--- src/rtl/if_id_pkg.sv ---
// Shared types for the IF/ID pipeline buffer: occupancy encoding, entry layout
// and the default bubble instruction.
package if_id_pkg;

  typedef enum logic [1:0] {
    ST_EMPTY = 2'd0,
    ST_ONE   = 2'd1,
    ST_FULL  = 2'd2
  } state_e;

  typedef struct packed {
    logic [31:0] pc;
    logic [31:0] instr;
  } entry_t;

  localparam logic [31:0] DEFAULT_NOP_INSTR = 32'h0000_0000;
  localparam logic [31:0] DEFAULT_RESET_PC  = 32'h0000_0000;

  function automatic entry_t make_entry(input logic [31:0] pc, input logic [31:0] instr);
    entry_t e;
    e.pc    = pc;
    e.instr = instr;
    return e;
  endfunction

endpackage

--- src/rtl/Adder.sv ---
// 32-bit modulo-2^32 adder used for PC increment.
module Adder (
  input  logic [31:0] add,
  input  logic [31:0] originalNumber,
  output logic [31:0] result
);

  assign result = originalNumber + add;

endmodule

--- src/rtl/if_id_buffer.sv ---
// Two-entry IF/ID skid buffer between fetch and decode with flush support.
// Optional performance counters are built when IF_ID_PERF_COUNT_EN is defined.
module if_id_buffer
  import if_id_pkg::*;
#(
  parameter logic [31:0] NOP_INSTR = DEFAULT_NOP_INSTR,
  parameter logic [31:0] RESET_PC  = DEFAULT_RESET_PC
) (
  input  logic        clk,
  input  logic        reset,
  input  logic        in_valid,
  output logic        in_ready,
  input  logic [31:0] in_pc,
  input  logic [31:0] in_instr,
  input  logic        flush,
  output logic        out_valid,
  input  logic        out_ready,
  output logic [31:0] out_pc,
  output logic [31:0] out_pc_plus4,
  output logic [31:0] out_instr
`ifdef IF_ID_PERF_COUNT_EN
  ,
  output logic [31:0] stall_cycles,
  output logic [31:0] flush_count
`endif
);

  localparam entry_t EMPTY_ENTRY = '{pc: RESET_PC, instr: NOP_INSTR};

  state_e state_q, state_d;
  entry_t head_q, head_d;
  entry_t tail_q, tail_d;
  logic   push_s, pop_s;
  entry_t in_entry_s;

  assign in_ready   = (state_q != ST_FULL);
  assign out_valid  = (state_q != ST_EMPTY);
  assign push_s     = in_valid & in_ready;
  assign pop_s      = out_valid & out_ready;
  assign in_entry_s = make_entry(in_pc, in_instr);

  // Head register is reloaded with the bubble whenever the buffer drains,
  // so the outputs read straight from flops with no empty-state mux.
  assign out_pc    = head_q.pc;
  assign out_instr = head_q.instr;

  // Next-state and entry update; flush overrides every push/pop decision.
  always_comb begin
    state_d = state_q;
    head_d  = head_q;
    tail_d  = tail_q;
    if (flush) begin
      state_d = ST_EMPTY;
      head_d  = EMPTY_ENTRY;
    end else begin
      case (state_q)
        ST_EMPTY: begin
          if (push_s) begin
            state_d = ST_ONE;
            head_d  = in_entry_s;
          end else begin
            state_d = ST_EMPTY;
          end
        end
        ST_ONE: begin
          if (push_s && pop_s) begin
            head_d = in_entry_s;
          end else if (push_s) begin
            state_d = ST_FULL;
            tail_d  = in_entry_s;
          end else if (pop_s) begin
            state_d = ST_EMPTY;
            head_d  = EMPTY_ENTRY;
          end else begin
            state_d = ST_ONE;
          end
        end
        ST_FULL: begin
          if (pop_s) begin
            state_d = ST_ONE;
            head_d  = tail_q;
          end else begin
            state_d = ST_FULL;
          end
        end
        default: begin
          state_d = ST_EMPTY;
          head_d  = EMPTY_ENTRY;
        end
      endcase
    end
  end

  // State and entry storage.
  always_ff @(posedge clk) begin
    if (reset) begin
      state_q <= ST_EMPTY;
      head_q  <= EMPTY_ENTRY;
      tail_q  <= EMPTY_ENTRY;
    end else begin
      state_q <= state_d;
      head_q  <= head_d;
      tail_q  <= tail_d;
    end
  end

  Adder u_pc_adder (
    .add           (32'd4),
    .originalNumber(out_pc),
    .result        (out_pc_plus4)
  );

`ifdef IF_ID_PERF_COUNT_EN
  logic [31:0] stall_cycles_q, stall_cycles_d;
  logic [31:0] flush_count_q, flush_count_d;

  // Counter increments; both wrap naturally at 2^32.
  always_comb begin
    if (out_valid && !out_ready) begin
      stall_cycles_d = stall_cycles_q + 32'd1;
    end else begin
      stall_cycles_d = stall_cycles_q;
    end
    if (flush) begin
      flush_count_d = flush_count_q + 32'd1;
    end else begin
      flush_count_d = flush_count_q;
    end
  end

  // Counter storage.
  always_ff @(posedge clk) begin
    if (reset) begin
      stall_cycles_q <= 32'd0;
      flush_count_q  <= 32'd0;
    end else begin
      stall_cycles_q <= stall_cycles_d;
      flush_count_q  <= flush_count_d;
    end
  end

  assign stall_cycles = stall_cycles_q;
  assign flush_count  = flush_count_q;
`endif

endmodule

--- config.mk ---
export PLATFORM = sky130hd
export DESIGN_NAME = if_id_buffer
export DESIGN_NICKNAME = d
export VERILOG_FILES = /design/src/rtl/if_id_pkg.sv /design/src/rtl/Adder.sv /design/src/rtl/if_id_buffer.sv
export SDC_FILE = /design/constraint.sdc
export NUM_CORES = 1
export LEC_CHECK = 0
export CAP_MARGIN = 15
export CORE_MARGIN = 3
export CORE_UTILIZATION = 45
export DETAILED_ROUTE_END_ITERATION = 6
export PLACE_DENSITY_LB_ADDON = 0.12
export RECOVER_POWER = 100
export SYNTH_ARGS = -nofsm -noshare
export SYNTH_HDL_FRONTEND = slang
export SYNTH_SLANG_ARGS = --single-unit
export TNS_END_PERCENT = 10
--- constraint.sdc ---
create_clock -name clk -period 5.7 [get_ports clk]
set_clock_uncertainty 0.1 [all_clocks]
set_input_delay 1.14 -clock clk [delete_from_list [all_inputs] [get_ports clk]]
set_output_delay 1.14 -clock clk [all_outputs]
set_load 0.005 [all_outputs]
Yosys cells after proc, flatten, opt, wreduce, memory -nomap -nowiden. Index checks and enable logic that the tools add are counted. Widths: inputs -> output; s select.

Output and inout bits: 98. Memory bits (writable): 0. Memories kept: 0. Bits in registers: 130. Memory bits (read-only): 0. Latch bits: 0. Input bits: 69. Word-level logic and storage cells: 36.

$mul: 0. Bitwise gates (word level): 4. Div/mod/pow operators: 0. Reduce and logical (&&, ||, !) cells: 6. Magnitude comparators: 0. Shifts and indexed selects: 0. Multiplexer cells: 12. Equality and inequality tests: 8. Add/subtract/negate cells: 1.

Operators with widths (number): $mux 64 (5); $pmux 64 s3 (1); $add 32x3->32 const B (1); $ne 2x2->1 const B (4); $reduce_and 4->1 (2); $mux 2 (3); $ne 3x3->1 const B (2); $pmux 2 s3 (1); $and 1x1->1 (2); $eq 2x1->1 const B (1); $eq 2x2->1 const B (1); $logic_not 2->1 (1); $mux 1 (2); $not 1->1 (2); $reduce_bool 2->1 (1); $reduce_or 2->1 (1); $logic_and 1x1->1 (1).

Logic depth before layout (Yosys ltp). Gate-level depths: netlist (run 1).

Word-level depth: 6. Depth in mapped cells: 7.

Hierarchy. From an unflattened synthesis (run 1), not the netlist that was laid out.

Cells, all modules: 829. Area total of the unflattened synthesis: 7415.9 µm².

By module, submodules not included: if_id_buffer (cells an instance 588, area an instance 5671.7 µm², instances 1); Adder (cells an instance 241, area an instance 1744.2 µm², instances 1).

Least setup slack after synthesis (run 1). No wires, ideal clock.

Kind: register to output. Start: register head_q, in the netlist out_pc[2]. End: output port out_pc_plus4[18]. Buffers on the path: 0. Required time: 4.460 ns. Cell stages (with the launch flop): 6. Path slack: 2.949 ns. Data arrival time: 1.511 ns. Path through: dfxtp_1 ha_1 inv_1 nor4_4 nand4_1 xnor2_1.

Cells in the longest elaborated chain, start to end: 1.

RTL lines: from (decl) (RTL line if_id_buffer.sv:31) `entry_t head_q, head_d;`; from (signal assigned) (RTL line if_id_buffer.sv:98) `head_q <= EMPTY_ENTRY;`; from (signal assigned) (RTL line if_id_buffer.sv:102) `head_q <= head_d;`; $add 32x3->32 (RTL line Adder.sv:8) `assign result = originalNumber + add;`; to (decl) (RTL line if_id_buffer.sv:19) `output logic [31:0] out_pc_plus4,`.

No other way between the ends.

Worst setup path in the final report (run 1).
Start: input port reset. End: register head_q, in the netlist out_pc[0].

Cells in the longest elaborated chain, start to end: 1.

RTL lines: from (decl) (RTL line if_id_buffer.sv:10) `input logic reset,`; $reduce_or 2->1 (no source line).

No other way between the ends. A chain may end at the register's enable or synchronous reset.

==> summary.txt, run 1 <==
Clock power share: 0.493
Setup bufs post-CTS: 0
Final-layout fill cell count: 1050
Final Hold Fails: 0
Mean number of vias per cell: 5.85
Total GRT Usage: 0.245
Register bit total from synthesis: 130
Critical Path Fanout Max: 65
PostCTS Resize Cnt: 0
Clock buffer depth: 2
First-pass GRT wire length: 28.9 mm
Hold buffer count at cts: 0
Crit share post-route: 0.826
Via Count: 5773
Leakage power: 0.00304 µW
CTS tree: yes
Startpoint Class: input port
Sw power: 526 µW
Yosys warnings: 0
Final ANT Viol Nets: 0
Initial antenna violation count: 0
Worst slew margin: -1.16
Total power: 2360 µW
Total clock buffers created by CTS: 17
N_diodes: 0
Synth cell types: 36
Placement Setup Slack: 1970 ps
Vias in the first global route: 5582
Mapped Cells: 679
Post-Syn Area per Cell: 8.55 µm²
Post-layout util: 0.656
PortBufs: 166
Flop pwr share: 0.403
Clk pin slew, worst setup/hold paths: 50 ps
Drt drc: 0
Dpl cells: 955
Sw Ratio: 0.223
Pwr/cell area: 292 nW/µm²
Io pins: 167
Total congestion overflow: 0
Power Internal: 1830 µW
Failing checks: max-capacitance violations, max-slew violations
Setup WS post-layout: 990 ps
TNS Setup: 0 ps
Area grow syn2layout: 39.1%
HPWL after detailed placement: 11.0 mm
Core area: 12300 µm²
Largest stage delay, worst path: 2260 ps
Num rows: 40
Root Buffer: clkbuf_16
Pre-antenna DRT Iters: 5
Max frequency: 0.212 GHz
Outcome: finished, violations left
Post-Syn Nets: 749
Layout cells sized above 1: 0.0647
WP data required: 5870 ps
Worst EP arrival: 4880 ps
Synthesized area: 5810 µm²
# nets final: 877
Hold Path Class: reg2reg
Max Slew Vio Count: 131
WL per Instance: 18.2 µm
Final setup fails: 0
Cell family with most CP delay: buffers and inverters
Worst path slowest cell: clkbuf_1
Max Cap Violations: 2
Initial core utilization: 0.472
Critical path type: in2reg
Buf/Inv on CP: 3
Die Ht: 120 µm
Maximum VDD drop: 0.173 mV
CP Capture Type: flop
Clock period minus final worst setup slack: 4710 ps
Post-synth EDFFs: 0
H-tree Lvls: 4
RSZ-0062 raised after global routing: false
Post-synthesis sequential area ratio: 0.448
Primary FF master, synth: dfxtp_1
Largest net degree at the start of global routing: 66
Asr flop ratio synth: 0
Initial drt markers: 474
Logic gate share of total power: 0.104
Die ar.: 14300 µm²
Worst Tran Pin Value: 3240 ps
Die W: 120 µm
Final non-filler cell total: 987
CTS sink count: 130
Gpl congestion: 0.812
Final WL: 18.0 mm
Clk_lat worst skew: 410 ps
Worst-path cell chain: buf_2 -> clkbuf_1 -> or2_2 -> buf_4 -> nor2_1
-- worst min-delay path, cell delays in order (launching register included) --
cell and delay [ps]:
dfxtp_1 300, nand2_1 50, a21oi_1 50
-- power groups by stage --
| stage | logic (µW) | registers, µW | clock network [µW] |
|---|---|---|---|
| finish | 246 | 952 | 1160 |
| floorplan | 129 | 966 | 0 |
| detailed placement | 253 | 972 | 0 |
| global placement | 249 | 971 | 0 |
| CTS | 256 | 952 | 1170 |
| global route | 266 | 954 | 1210 |
-- layer usage --
metal	share of wire	vias to the layer above	global-route usage
li1	-	2700	-
met1	0.42	2818	0.306
met2	0.49	224	0.411
met3	0.068	31	0.0584
met4	0.022	0	0.0938
met5	0	-	0
-- cells in the final DEF, fill, tap and decap left out, drive strengths merged, types with 2 or more instances in the layout --
master	count
nand2	137
dfxtp	130
dlygate4sd3	96
nor2	70
clkdlybuf4s50	69
a21oi	65
a32o	64
a22oi	64
xnor2	23
clkbuf	23
nand3	13
nand4	10
buf	8
xor2	5
inv	5
and4	4
clkinv	4
bufinv	4
and2	3
nor4	3
or2	2
and3	2
clkinvlp	2
nand3b	2
-- state kept, by name, indices dropped and copies added (netlist names) --
name       count
tail_q        64
out_instr     32
out_pc        32
state_q        2
-- logic make-up (layout without fill, tap and decap cells) --
| logic type | after synthesis | after routing | synth area share |
|---|---|---|---|
| buffers and inverters | 71 | 211 | 0.0564 |
| muxes | 2 | 2 | 0.00366 |
| xor gates and xnor gates | 28 | 28 | 0.0422 |
| DFF | 130 | 130 | 0.448 |
| adders and majority gates | 1 | 1 | 0.00215 |
| and+or+nand+nor | 250 | 250 | 0.192 |
| AOI/OAI and AO/OA | 197 | 197 | 0.255 |
-- final timing paths --
| kind | to | cells after the start | start | slack (ps) |
|---|---|---|---|---|
| max reg2reg | tail_q[8]$_SDFFE_PP0P_ | 5 | state_q[1]$_SDFFE_PP0P_ | 1900 |
| min reg2reg | tail_q[57]$_SDFFE_PP0P_ | 2 | tail_q[57]$_SDFFE_PP0P_ | 350 |
| min | tail_q[57]$_SDFFE_PP0P_ | 2 | tail_q[57]$_SDFFE_PP0P_ | 350 |
| max | out_pc[0]$_SDFFE_PP0P_ | 5 | reset | 990 |
-- final cells by class --
cell class	instances	area, µm²	area share
Multi-Input combinational cell	478	2890	0.357
Clock buffer	21	480	0.0595
Clock inverter	10	155	0.0192
Sequential cell	130	2600	0.322
Timing Repair Buffer	175	1730	0.214
Inverter	5	18.8	0.00232
Tap cell	168	210	0.0260
-- cell usage after synthesis (2+ instances only) --
master	count	share of area
nand2_1	137	0.089
dfxtp_1	130	0.45
nor2_1	70	0.045
a21oi_1	65	0.056
a22oi_1	64	0.083
a32o_1	64	0.11
clkbuf_1	37	0.024
xnor2_1	23	0.035
buf_2	19	0.016
nand3_1	13	0.011
buf_4	10	0.013
nand4_1	8	0.0086
xor2_1	5	0.0075
and4_1	4	0.0060
inv_1	4	0.0026
and2_1	3	0.0032
and3_1	2	0.0022
nor4_4	2	0.0073
or2_2	2	0.0022
-- through the flow --
| step | cell area [µm²] | hold slack, ps |
|---|---|---|
| 2_1_floorplan | 5810 | 336 |
| 3_3_place_gp | 7450 | 341 |
| 3_5_place_dp | 7450 | 347 |
| 4_1_cts | 8080 | 356 |
| 5_1_grt | 8080 | 372 |
| 6_report | 8080 | 352 |
Power figures use the tool's default switching activity.
==> run 2, diff against run 1 <==
- CORE_UTILIZATION: 45 -> 43
- clock period: 5.7 -> 4.1 ns (I/O delays scaled with it)
==> summary.txt, run 2 (synthesized netlist as in run 1, its figures left out) <==
Via Count: 5633
WP data required: 3180 ps
Core area: 12900 µm²
Initial antenna violation count: 0
Commonest cells after routing, fill and taps aside: 137 x nand2_1, 130 x dfxtp_1, 98 x dlygate4sd3_1, 70 x nor2_1, 67 x clkdlybuf4s50_1
Area grow syn2layout: 37.7%
Leakage power: 0.00299 µW
H-tree Lvls: 4
N_diodes: 0
Cell Area, Placed: 7470 µm²
Drt drc: 0
Outcome: finished, violations left
PortBufs: 166
Clock period minus final worst setup slack: 3850 ps
Top sig layer: met4
Die W: 122 µm
Max Cap Violations: 1
Startpoint Class: flop
HPWL after detailed placement: 10.8 mm
Num rows: 41
Metal-1 WL: 7.47 mm
Final Hold Fails: 0
Max frequency: 0.259 GHz
Failing checks: max-capacitance violations, max-slew violations
Total congestion overflow: 0
Commonest non-fill, non-tap cell in the layout: nand2_1
Initial drt markers: 394
Hold Path Class: reg2reg
PostCTS Resize Cnt: 0
Met2 routed WL: 8.47 mm
Final ANT Viol Nets: 0
CTS sink count: 130
Total GRT Usage: 0.232
CTS tree: yes
Worst Tran Pin Value: 1930 ps
WL per Instance: 17.8 µm
Post-layout util: 0.619
Final WL: 17.7 mm
Io pins: 167
Critical Path Fanout Max: 9
Pwr/cell area: 384 nW/µm²
Final setup fails: 0
Clock buffer depth: 2
Worst EP arrival: 2930 ps
Die ar.: 14900 µm²
Die Ht: 122 µm
Pre-antenna DRT Iters: 5
Largest net degree at the start of global routing: 65
Critical path type: reg2out
Crit share post-route: 0.940
Gpl congestion: 0.844
Maximum VDD drop: 0.265 mV
Max FFs per register: 64
Met3 WL: 1.32 mm
Root Buffer: clkbuf_16
First-pass GRT wire length: 27.7 mm
Final-layout fill cell count: 1107
CP Capture Type: output pin
TNS Setup: 0 ps
RSZ-0062 raised after global routing: false
Post-Layout Inst Area: 8000 µm²
Layout cells sized above 1: 0.0575
Vias in the first global route: 5433
# nets final: 877
Clk pin slew, worst setup/hold paths: 50 ps
Most flops, register: tail_q
Mean number of vias per cell: 5.69
Total clock buffers created by CTS: 17
Hold buffer count at cts: 0
Max Slew Vio Count: 50
Setup bufs post-CTS: 0
Initial core utilization: 0.449
Clk_lat worst skew: 410 ps
Worst slew margin: -0.284
## run 2: cell count changes in the layout (fill, tap and decap cells not counted), sizes merged
cell,before,now
clkbuf,23,27
bufinv,4,1
clkdlybuf4s50,69,67
dlygate4sd3,96,98
clkinv,4,3
clkinvlp,2,1
## run 2: final timing paths
path / from / cells after the start / to / slack, ps
min reg2reg: tail_q[46]$_SDFFE_PP0P_ / 2 / tail_q[46]$_SDFFE_PP0P_ / 350
max: out_pc[4]$_SDFFE_PP0P_ / 5 / out_pc_plus4[24] / 250
min: tail_q[46]$_SDFFE_PP0P_ / 2 / tail_q[46]$_SDFFE_PP0P_ / 350
max reg2reg: state_q[0]$_SDFFE_PP0P_ / 5 / tail_q[61]$_SDFFE_PP0P_ / 1410
## run 2: layout make-up
cell class,instances,area (µm²),area share
Clock buffer,25,495,0.0619
Clock inverter,5,52.6,0.00657
Inverter,5,18.8,0.00235
Multi-Input combinational cell,478,2870,0.359
Sequential cell,130,2600,0.325
Tap cell,172,215,0.0269
Timing Repair Buffer,175,1740,0.218
## run 2: metrics by stage
stage,cells,power (µW),worst slack (ps),hold WS (ps)
3_3_place_gp,959,1700,929,341
2_1_floorplan,679,1520,1670,336
5_1_grt,990,3180,163,368
4_1_cts,989,3100,302,356
3_5_place_dp,959,1710,731,347
6_report,990,3070,246,353
## run 2: per-layer routing
layer / up-vias / global-route usage
li1: 2697 / -
met1: 2700 / 0.279
met2: 205 / 0.385
met3: 31 / 0.0760
met4: 0 / 0.0896
met5: - / 0
## run 2: worst max-delay path: stages (launching register included)
cell           delay (ps)
dfxtp_1               480
nand4_1               320
nor4_4                690
nand4_1               220
xnor2_1               210
dlygate4sd3_1         600
## run 2: where the power goes
part | switching (µW) | total, µW | leakage (µW) | internal [µW]
registers | 28.3 | 1320 | 0.00105 | 1290
clock network | 518 | 1400 | 0.000269 | 887
logic | 159 | 344 | 0.00167 | 185
==> run 3, diff against run 2 <==
- RECOVER_POWER: 100 -> not set
==> summary.txt, run 3 (synthesized netlist as in run 1, its figures left out) <==
Final setup fails: 0
Total congestion overflow: 0
Die W: 122 µm
Critical path type: reg2out
Total power: 3080 µW
Initial antenna violation count: 0
Dpl cells: 959
Leakage power: 0.00273 µW
Commonest cells after routing, fill and taps aside: 165 x clkdlybuf4s50_1, 137 x nand2_1, 130 x dfxtp_1, 70 x nor2_1, 65 x a21oi_1
WP data required: 3180 ps
PortBufs: 166
Total clock buffers created by CTS: 17
Drt drc: 0
Layout cells sized above 1: 0.0623
PostCTS Resize Cnt: 0
First-pass GRT wire length: 27.7 mm
Root Buffer: clkbuf_16
Largest stage delay, worst path: 630 ps
CP Capture Type: output pin
Max Cap Violations: 0
CTS sink count: 130
Max FFs per register: 64
Pwr/cell area: 384 nW/µm²
Largest net degree at the start of global routing: 65
Mean number of vias per cell: 5.69
Clk_lat worst skew: 410 ps
Post-Layout Inst Area: 8030 µm²
Area grow syn2layout: 38.3%
Final non-filler cell total: 990
Vias in the first global route: 5433
Die Ht: 122 µm
# nets final: 877
Num rows: 41
Hold Path Class: reg2reg
Worst EP arrival: 2850 ps
Max Slew Vio Count: 0
Startpoint Class: flop
Initial core utilization: 0.449
Worst Tran Pin Value: 1070 ps
H-tree Lvls: 4
Setup bufs post-CTS: 0
Maximum VDD drop: 0.269 mV
Final WL: 17.8 mm
Worst path slowest cell: nor4_4
Final Hold Fails: 0
Pre-antenna DRT Iters: 5
Die ar.: 14900 µm²
Worst slew margin: 0.288
Total GRT Usage: 0.232
Final ANT Viol Nets: 0
Gpl congestion: 0.844
Outcome: complete, no violations
Clk pin slew, worst setup/hold paths: 50 ps
Crit share post-route: 0.920
CTS tree: yes
Most flops, register: tail_q
Critical Path Fanout Max: 9
Commonest non-fill, non-tap cell in the layout: clkdlybuf4s50_1
Io pins: 167
WL per Instance: 18.0 µm
RSZ-0062 raised after global routing: false
Initial drt markers: 365
Placement Setup Slack: 731 ps
Worst-path cell chain: ha_1 -> inv_1 -> nor4_4 -> nand4_1 -> xnor2_1 -> clkdlybuf4s50_1
Clock period minus final worst setup slack: 3770 ps
N_diodes: 0
TNS Setup: 0 ps
Core area: 12900 µm²
Setup WS post-layout: 329 ps
Hold buffer count at cts: 0
Via Count: 5638
Clock buffer depth: 2
Max frequency: 0.265 GHz
Cell Area, Placed: 7470 µm²
HPWL after detailed placement: 10.8 mm
[run 3: changes by cell type in the layout (fill, tap and decap cells not counted)]
cell and delta:
or2_1 -1, or2_2 +1, nand3b_1 -1, clkbuf_1 -1, clkdlybuf4s50_1 +98, buf_4 +2
nand3b_4 +1, dlygate4sd3_1 -98, clkbuf_2 -1, nand4_4 +1, nand4_1 -1
[run 3: power by group]
part	switching [µW]	total (µW)	internal, µW
registers	30.4	1320	1290
logic	160	358	198
clock network	516	1400	887
total	706	3080	2380
[run 3: through the flow]
step	utilization	hold slack [ps]
after floorplan	-	336
after global placement	0.578	341
after detailed placement	0.578	347
after CTS	0.620	356
after global routing	0.621	368
final	0.621	353
[run 3: worst max-delay path, delay by kind of cell, from the launching register on]
| family | cells | cell delay (ps) |
|---|---|---|
| xor gates and xnor gates | 1 | 220 |
| adders and majority gates | 1 | 310 |
| buffers and inverters | 2 | 650 |
| and+or+nand+nor | 2 | 850 |
| DFF | 1 | 400 |
[run 3: per-layer routing]
layer | up-vias | share of wire | track usage
met3 | 27 | 0.077 | 0.0760
met1 | 2706 | 0.42 | 0.279
met5 | - | 0 | 0
met4 | 0 | 0.021 | 0.0896
met2 | 213 | 0.48 | 0.385
li1 | 2692 | - | -
[run 3: final cells by class]
type                            instances  area [µm²]
Fill cell                            1101        4890
Multi-Input combinational cell        478        2900
Sequential cell                       130        2600
Timing Repair Buffer                  175        1750
Clock buffer                           25         495
Tap cell                              172         215
Clock inverter                          5        52.6
Inverter                                5        18.8
[run 3: worst paths after layout]
check / slack [ps] / cells past startpoint / endpoint / from
max: 330 / 6 / out_pc_plus4[24] / out_pc[2]$_SDFFE_PP0P_
min: 350 / 2 / tail_q[46]$_SDFFE_PP0P_ / tail_q[46]$_SDFFE_PP0P_
max reg2reg: 1890 / 5 / out_pc[16]$_SDFFE_PP0P_ / state_q[1]$_SDFFE_PP0P_
min reg2reg: 350 / 2 / tail_q[46]$_SDFFE_PP0P_ / tail_q[46]$_SDFFE_PP0P_
